<file path="config.mk">
export PLATFORM = sky130hd
export DESIGN_NAME = layer_mem_bridge
export DESIGN_NICKNAME = d
export VERILOG_FILES = /design/src/rtl/layer_mem_bridge.sv
export SDC_FILE = /design/constraint.sdc
export NUM_CORES = 1
export LEC_CHECK = 0
export CORE_MARGIN = 4
export CORE_UTILIZATION = 30
export DETAILED_ROUTE_END_ITERATION = 7
export SLEW_MARGIN = 40
export SYNTH_ARGS = -nofsm -noshare
export SYNTH_HDL_FRONTEND = slang
export SYNTH_SLANG_ARGS = --single-unit
</file>
<file path="constraint.sdc">
create_clock -name CLK -period 2.3 [get_ports CLK]
set_clock_uncertainty 0.2 [all_clocks]
set_input_delay 0.46 -clock CLK [delete_from_list [all_inputs] [get_ports CLK]]
set_output_delay 0.46 -clock CLK [all_outputs]
set_load 0.005 [all_outputs]
</file>
<file path="src/rtl/layer_mem_bridge.sv">
// layer_mem_bridge: converts the layer controller's 4-phase MEM_REQ/MEM_ACK
// memory handshake into single-port synchronous SRAM cycles, one access at a time.
// Optional build macro: LC_MEM_BRIDGE_RANGE_CHK_EN rejects word addresses >= DEPTH
// with MEM_ERR instead of letting them alias into the SRAM.
`timescale 1ns/1ps
module layer_mem_bridge #(
    parameter int unsigned AW         = 30,
    parameter int unsigned DW         = 32,
    parameter int unsigned DEPTH      = 1024,
    parameter int unsigned RD_LATENCY = 1
) (
    input  logic                     CLK,
    input  logic                     MEM_ACK_RSTn,
    input  logic                     MEM_REQ_IN,
    input  logic                     MEM_WRITE,
    input  logic [AW-1:0]            MEM_AIN,
    input  logic [DW-1:0]            MEM_DIN,
    output logic                     MEM_ACK_OUT,
    output logic [DW-1:0]            MEM_DOUT,
    output logic                     MEM_ERR,
    output logic                     SRAM_CEn,
    output logic                     SRAM_WEn,
    output logic [$clog2(DEPTH)-1:0] SRAM_A,
    output logic [DW-1:0]            SRAM_D,
    input  logic [DW-1:0]            SRAM_Q
);

    localparam int unsigned SAW = $clog2(DEPTH);
    localparam int unsigned LW  = 3;

    typedef enum logic [1:0] {
        IDLE   = 2'd0,
        ACCESS = 2'd1,
        WAIT   = 2'd2,
        ACK    = 2'd3
    } state_t;

    state_t          state, state_nxt;
    logic            ack_nxt;
    logic [DW-1:0]   dout_nxt;
    logic            err_nxt;
    logic            cen_nxt;
    logic            wen_nxt;
    logic [SAW-1:0]  a_nxt;
    logic [DW-1:0]   d_nxt;
    logic [LW-1:0]   lat_cnt, lat_cnt_nxt;
    logic            wr, wr_nxt;
    logic            addr_hi;

    assign addr_hi = |MEM_AIN[AW-1:SAW];

`ifdef LC_MEM_BRIDGE_RANGE_CHK_EN
    logic            rng_err, rng_err_nxt;

    // Out-of-range flag for the accepted request
    always_ff @(posedge CLK or negedge MEM_ACK_RSTn) begin
        if (!MEM_ACK_RSTn) begin
            rng_err <= 1'b0;
        end else begin
            rng_err <= rng_err_nxt;
        end
    end
`else
    logic            unused_addr_hi;
    assign unused_addr_hi = addr_hi;
`endif

    // State and registered outputs
    always_ff @(posedge CLK or negedge MEM_ACK_RSTn) begin
        if (!MEM_ACK_RSTn) begin
            state       <= IDLE;
            MEM_ACK_OUT <= 1'b0;
            MEM_DOUT    <= '0;
            MEM_ERR     <= 1'b0;
            SRAM_CEn    <= 1'b1;
            SRAM_WEn    <= 1'b1;
            SRAM_A      <= '0;
            SRAM_D      <= '0;
            lat_cnt     <= '0;
            wr          <= 1'b0;
        end else begin
            state       <= state_nxt;
            MEM_ACK_OUT <= ack_nxt;
            MEM_DOUT    <= dout_nxt;
            MEM_ERR     <= err_nxt;
            SRAM_CEn    <= cen_nxt;
            SRAM_WEn    <= wen_nxt;
            SRAM_A      <= a_nxt;
            SRAM_D      <= d_nxt;
            lat_cnt     <= lat_cnt_nxt;
            wr          <= wr_nxt;
        end
    end

    // Next-state and next-output decode
    always_comb begin
        state_nxt   = state;
        ack_nxt     = MEM_ACK_OUT;
        dout_nxt    = MEM_DOUT;
        err_nxt     = MEM_ERR;
        cen_nxt     = SRAM_CEn;
        wen_nxt     = SRAM_WEn;
        a_nxt       = SRAM_A;
        d_nxt       = SRAM_D;
        lat_cnt_nxt = lat_cnt;
        wr_nxt      = wr;
`ifdef LC_MEM_BRIDGE_RANGE_CHK_EN
        rng_err_nxt = rng_err;
`endif

        unique case (state)
            IDLE: begin
                if (MEM_REQ_IN) begin
                    wr_nxt    = MEM_WRITE;
                    state_nxt = ACCESS;
`ifdef LC_MEM_BRIDGE_RANGE_CHK_EN
                    rng_err_nxt = addr_hi;
                    if (!addr_hi) begin
                        cen_nxt = 1'b0;
                        wen_nxt = ~MEM_WRITE;
                        a_nxt   = MEM_AIN[SAW-1:0];
                        d_nxt   = MEM_DIN;
                    end
`else
                    cen_nxt = 1'b0;
                    wen_nxt = ~MEM_WRITE;
                    a_nxt   = MEM_AIN[SAW-1:0];
                    d_nxt   = MEM_DIN;
`endif
                end
            end

            ACCESS: begin
                cen_nxt = 1'b1;
                wen_nxt = 1'b1;
`ifdef LC_MEM_BRIDGE_RANGE_CHK_EN
                if (rng_err) begin
                    // Rejected access: no SRAM cycle was issued, answer with an error
                    ack_nxt   = 1'b1;
                    err_nxt   = 1'b1;
                    state_nxt = ACK;
                    if (!wr) begin
                        dout_nxt = '0;
                    end
                end else
`endif
                if (wr) begin
                    ack_nxt   = 1'b1;
                    state_nxt = ACK;
                end else begin
                    lat_cnt_nxt = LW'(RD_LATENCY - 1);
                    if (RD_LATENCY == 1) begin
                        dout_nxt  = SRAM_Q;
                        ack_nxt   = 1'b1;
                        state_nxt = ACK;
                    end else begin
                        state_nxt = WAIT;
                    end
                end
            end

            WAIT: begin
                lat_cnt_nxt = lat_cnt - LW'(1);
                if (lat_cnt == LW'(1)) begin
                    dout_nxt  = SRAM_Q;
                    ack_nxt   = 1'b1;
                    state_nxt = ACK;
                end
            end

            ACK: begin
                // Hold the response until the controller withdraws its request
                if (!MEM_REQ_IN) begin
                    ack_nxt   = 1'b0;
                    err_nxt   = 1'b0;
                    state_nxt = IDLE;
                end
            end

            default: begin
                state_nxt = IDLE;
            end
        endcase
    end

endmodule

</file>
Word-level counts from Yosys, hierarchy flattened. Cells that the tools add are included.

Bits in registers: 83. Input port bits: 98. Output and inout port bits: 78. Logic and storage cells: 45.

Add/subtract/negate cells: 1. Eq/ne operators: 8. Mux-type cells: 16. Bitwise gates (word level): 1. Reductions and logical operators: 10.

Operator list (count): $mux 32 (2); $pmux 32 s2 (1); $reduce_and 3->1 (3); $ne 2x2->1 const B (4); $pmux 2 s4 (1); $mux 2 (3); $pmux 3 s2 (1); $reduce_and 2->1 (3); $eq 2x2->1 const B (2); $mux 1 (4); $pmux 1 s2 (2); $reduce_bool 2->1 (2); $eq 3x1->1 const B (1); $mux 3 (1); $pmux 1 s3 (1); $reduce_bool 3->1 (1); $sub 3x1->3 const B (1); $eq 2x1->1 const B (1); $logic_not 2->1 (1); $not 1->1 (1).

Longest topological paths before layout.
Depth after elaboration: 3. Depth in mapped cells: 7. Gate-level depth less buffers: 5.

Least setup slack after synthesis. No wires, ideal clock.

Path kind: register to register. From: register state[1]. To: register MEM_DOUT[0]. Setup time: 125 ps. Arrival: 1703 ps. Required time: 1975 ps. Setup slack: 273 ps. Stages on the path, launching flop included: 7. Path buffers: 1. Period minus slack after synthesis: 2027 ps. Cells stage by stage: dfrtp_1 inv_1 ha_1 and2_1 a211oi_4 buf_6 mux2_2.

Word-level cells in the longest chain between the ends: 3. Elaborated cells on any way between the ends: 7. Classes of those cells: eq/ne (4); mux (1); reduce/logical (2).

Ends and longest elaborated chain: from (decl) (RTL line 38) `state_t state, state_nxt;`; from (signal assigned) (RTL line 82) `state <= state_nxt;`; $eq 2x1->1 / $eq 2x2->1 (equally long branches) (RTL line 111) `unique case (state)`; $ne 2x2->1 (no line) / $reduce_bool 2->1 (equally long branches); $reduce_and 3->1 (no line); to (signal assigned) (RTL line 84) `MEM_DOUT <= dout_nxt;`; to (decl) (RTL line 19) `output logic [DW-1:0] MEM_DOUT,`.

Parallel ways exist; a longest one is shown, timed or not. A chain may end at the register's enable or synchronous reset.

Final worst setup path.
From: register state[1]. To: register MEM_DOUT[1].

The elaborated chain is that of the path after synthesis.

==> flow_metrics.tcl <==
set metrics [dict create \
    status "finished clean" \
    chipHeight_um 113 \
    ant_nets 0 \
    yosys_most_used_dff "dfrtp_1" \
    period_minus_slack_ns 2.18 \
    vias_per_cell 4.42 \
    slew_headroom_pct 59.7 \
    synth_edf_count 0 \
    core_area_um2 10800 \
    synth.avg_cell_area_um2 15.5 \
    synth_seq_area_share_pct 62.7 \
    worstRegToRegCells 6 \
    power_mw 6.93 \
    drive_above_1_share_pct 26.9 \
    r2r_slack_ns 0.12 \
    crit_path_max_fanout 32 \
    stdcell_area_um2 5270 \
    synth_warnings 0 \
    hold_path_class "reg2reg" \
    clk_latency_ns 0.35 \
    start_kind "flip-flop" \
    clk_path_buf_depth 2 \
    cp_data_required_time_ns 2.34 \
    p_leak_nw 2.22 \
    drc_errors 0 \
    vias 2295 \
    synth_cells 214 \
    wl_um 7590 \
    io-pin-count 176 \
    drtIter0Drc 103 \
    synthToLayoutAreaGrowth_pct 58.9 \
    r2r-start "state[1]" \
    syn_area_um2 3310 \
    grt_pass1_vias 2488 \
    nets 479 \
    start_util_pct 30.6 \
    grt.total_usage_pct 12.3 \
    hold_viol 0 \
    endpoint_kind "flip-flop" \
    syn-num-nets 318 \
    drv_slew 0 \
    grt_pass1_wl_um 12400 \
    hold_end "MEM_DOUT[31]" \
    numCtsBuffers 9 \
    synth-seq-cells 83 \
    row_count 38 \
    root_buffer "clkbuf_8" \
    r2r_end "MEM_DOUT[1]" \
    placed_area_um2 5040 \
    dp_hpwl_um 5530 \
    worstPathArrival_ns 2.22 \
    cts_tree "yes" \
    diodes 0 \
    critPathKind "reg2reg" \
    peakVddDrop_mv 0.644 \
    antenna_found_initial 0 \
    path_clk_slew_ns 0.08 \
    netlist-cell-type-count 30 \
    place.gp.congestion 0.760 \
    hold_depth 1 \
    min_from "MEM_DOUT[31]" \
    grt-ovfl-total 0 \
    grt_setup_unrepaired "false" \
    multi_input_comb_area_um2 1140 \
    p_per_area_nw_per_um2 1320 \
    drv_cap 0 \
    cts.htree.levels 3 \
    tns_ns 0 \
    cts_sinks 83 \
    port_buffers 154 \
    utilization_pct 48.6 \
    die_area_um2 12800 \
    dr.pass1.iters 4 \
    wl_per_cell_um 14.6 \
    die_w_um 113 \
    seq_area_um2 2080 \
    worst_pin_slew_ns 0.604 \
    cts_resized 0 \
    post-route-period-util_pct 94.8 \
    final-setup-viol-count 0 \
    synthArstFlopShare_pct 100 \
    fillers 971 \
    grt_max_degree 46 \
    max_freq_mhz 459 \
]
[per-layer routing]
layer | track usage (%) | vias up | wire length, um
li1 | - | 1070 | -
met1 | 15.8 | 1107 | 3190
met2 | 17.4 | 106 | 3380
met3 | 5.56 | 12 | 868
met4 | 6.25 | 0 | 155
met5 | 0 | - | 0
[how the worst max path moves through the flow]
stage	from	end	slack [ns]	cells after the start
floorplan	state[1]	MEM_DOUT[0]	0.27	6
global placement	MEM_REQ_IN	state[1]	0.16	4
detailed placement	state[1]	MEM_DOUT[1]	0.11	6
CTS	state[1]	MEM_DOUT[1]	0.10	6
global route	state[1]	MEM_DOUT[1]	0.01	6
finish	state[1]	MEM_DOUT[1]	0.12	6
[worst max-delay path, cell delays in order, from the launching register on]
cell and delay (ns):
dfrtp_1 0.40, inv_1 0.08, ha_1 0.28, and2_1 0.24, a211oi_4 0.27, buf_12 0.24
mux2_2 0.36
[flip-flops by register name, indices dropped and copies added, names as in the netlist]
signal	flops
SRAM_D	32
wr	1
SRAM_CEn	1
state	2
MEM_DOUT	32
MEM_ACK_OUT	1
SRAM_WEn	1
lat_cnt	3
SRAM_A	10
[report_power, final]
group	leakage, nW	switching (mW)	total, mW	internal, mW
Combinational	1.12	1.04	3.25	2.21
Clock	0.108	0.514	1.15	0.631
Sequential	0.993	0.348	2.54	2.19
Total	2.22	1.90	6.93	5.03
[cell families (layout without fill, tap and decap cells)]
logic type | count (synthesis) | in the layout | share of synthesized area, %
AO/OA/AOI/OAI | 16 | 16 | 3.51
adder cells (fa/ha/maj) | 6 | 6 | 2.26
buffers and inverters | 17 | 182 | 2.91
flip-flops | 83 | 83 | 62.7
multiplexers | 77 | 77 | 26.1
other | 1 | 1 | 0.113
AND/OR/NAND/NOR | 14 | 14 | 2.34
[Yosys cell counts (all sizes together) (2+ instances only)]
cell type  number  share of area, %
dfrtp          81                61
mux2           76                26
buf             9               2.0
ha              6               2.3
inv             6              0.68
o21ai           5              0.75
a21oi           3              0.45
nand2           3              0.34
nand2b          3              0.64
nor2            3              0.34
a211o           2              0.53
a211oi          2              0.83
clkbuf          2              0.23
dfstp           2               1.6
[timing repair]
action | CTS | global route
hold buffers | 1 | 0
setup buffers | 0 | 0
endpoints found under the hold margin | 41 | 0
[cells in the final DEF (no fill, tap or decap), drive strengths merged]
| cell type | instances |
|---|---|
| a21oi | 3 |
| ha | 6 |
| mux2 | 76 |
| a211oi | 2 |
| dfrtp | 81 |
| nor2 | 3 |
| clkbuf | 10 |
| o211ai | 1 |
| a221oi | 1 |
| dlygate4sd3 | 1 |
| nand2 | 3 |
| dfstp | 2 |
| nand2b | 3 |
| conb | 1 |
| bufinv | 2 |
| clkinvlp | 1 |
| buf | 7 |
| clkdlybuf4s50 | 153 |
| nand3b | 1 |
| inv | 6 |
| and2 | 1 |
| clkinv | 2 |
| or3b | 1 |
| o21ai | 5 |
| nor3 | 1 |
| o22ai | 1 |
| o311ai | 1 |
| mux2i | 1 |
| nor2b | 1 |
| a211o | 2 |
[layout make-up]
class	instances	area share [%]
Sequential cell	83	39.5
Clock buffer	10	2.61
Multi-Input combinational cell	114	21.7
Timing Repair Buffer	161	31.0
Clock inverter	5	1.47
Tap cell	140	3.33
Inverter	6	0.428
[metrics by stage]
stage                     setup WS, ns  cells  hold WS (ns)
after detailed placement         0.111    503         0.288
final                            0.119    519         0.302
after global routing            0.0123    519         0.324
after CTS                        0.103    519         0.307
after floorplan                  0.273    214       -0.0356
after global placement           0.158    503         0.271
Note: power is estimated with default switching activity, not from simulation.
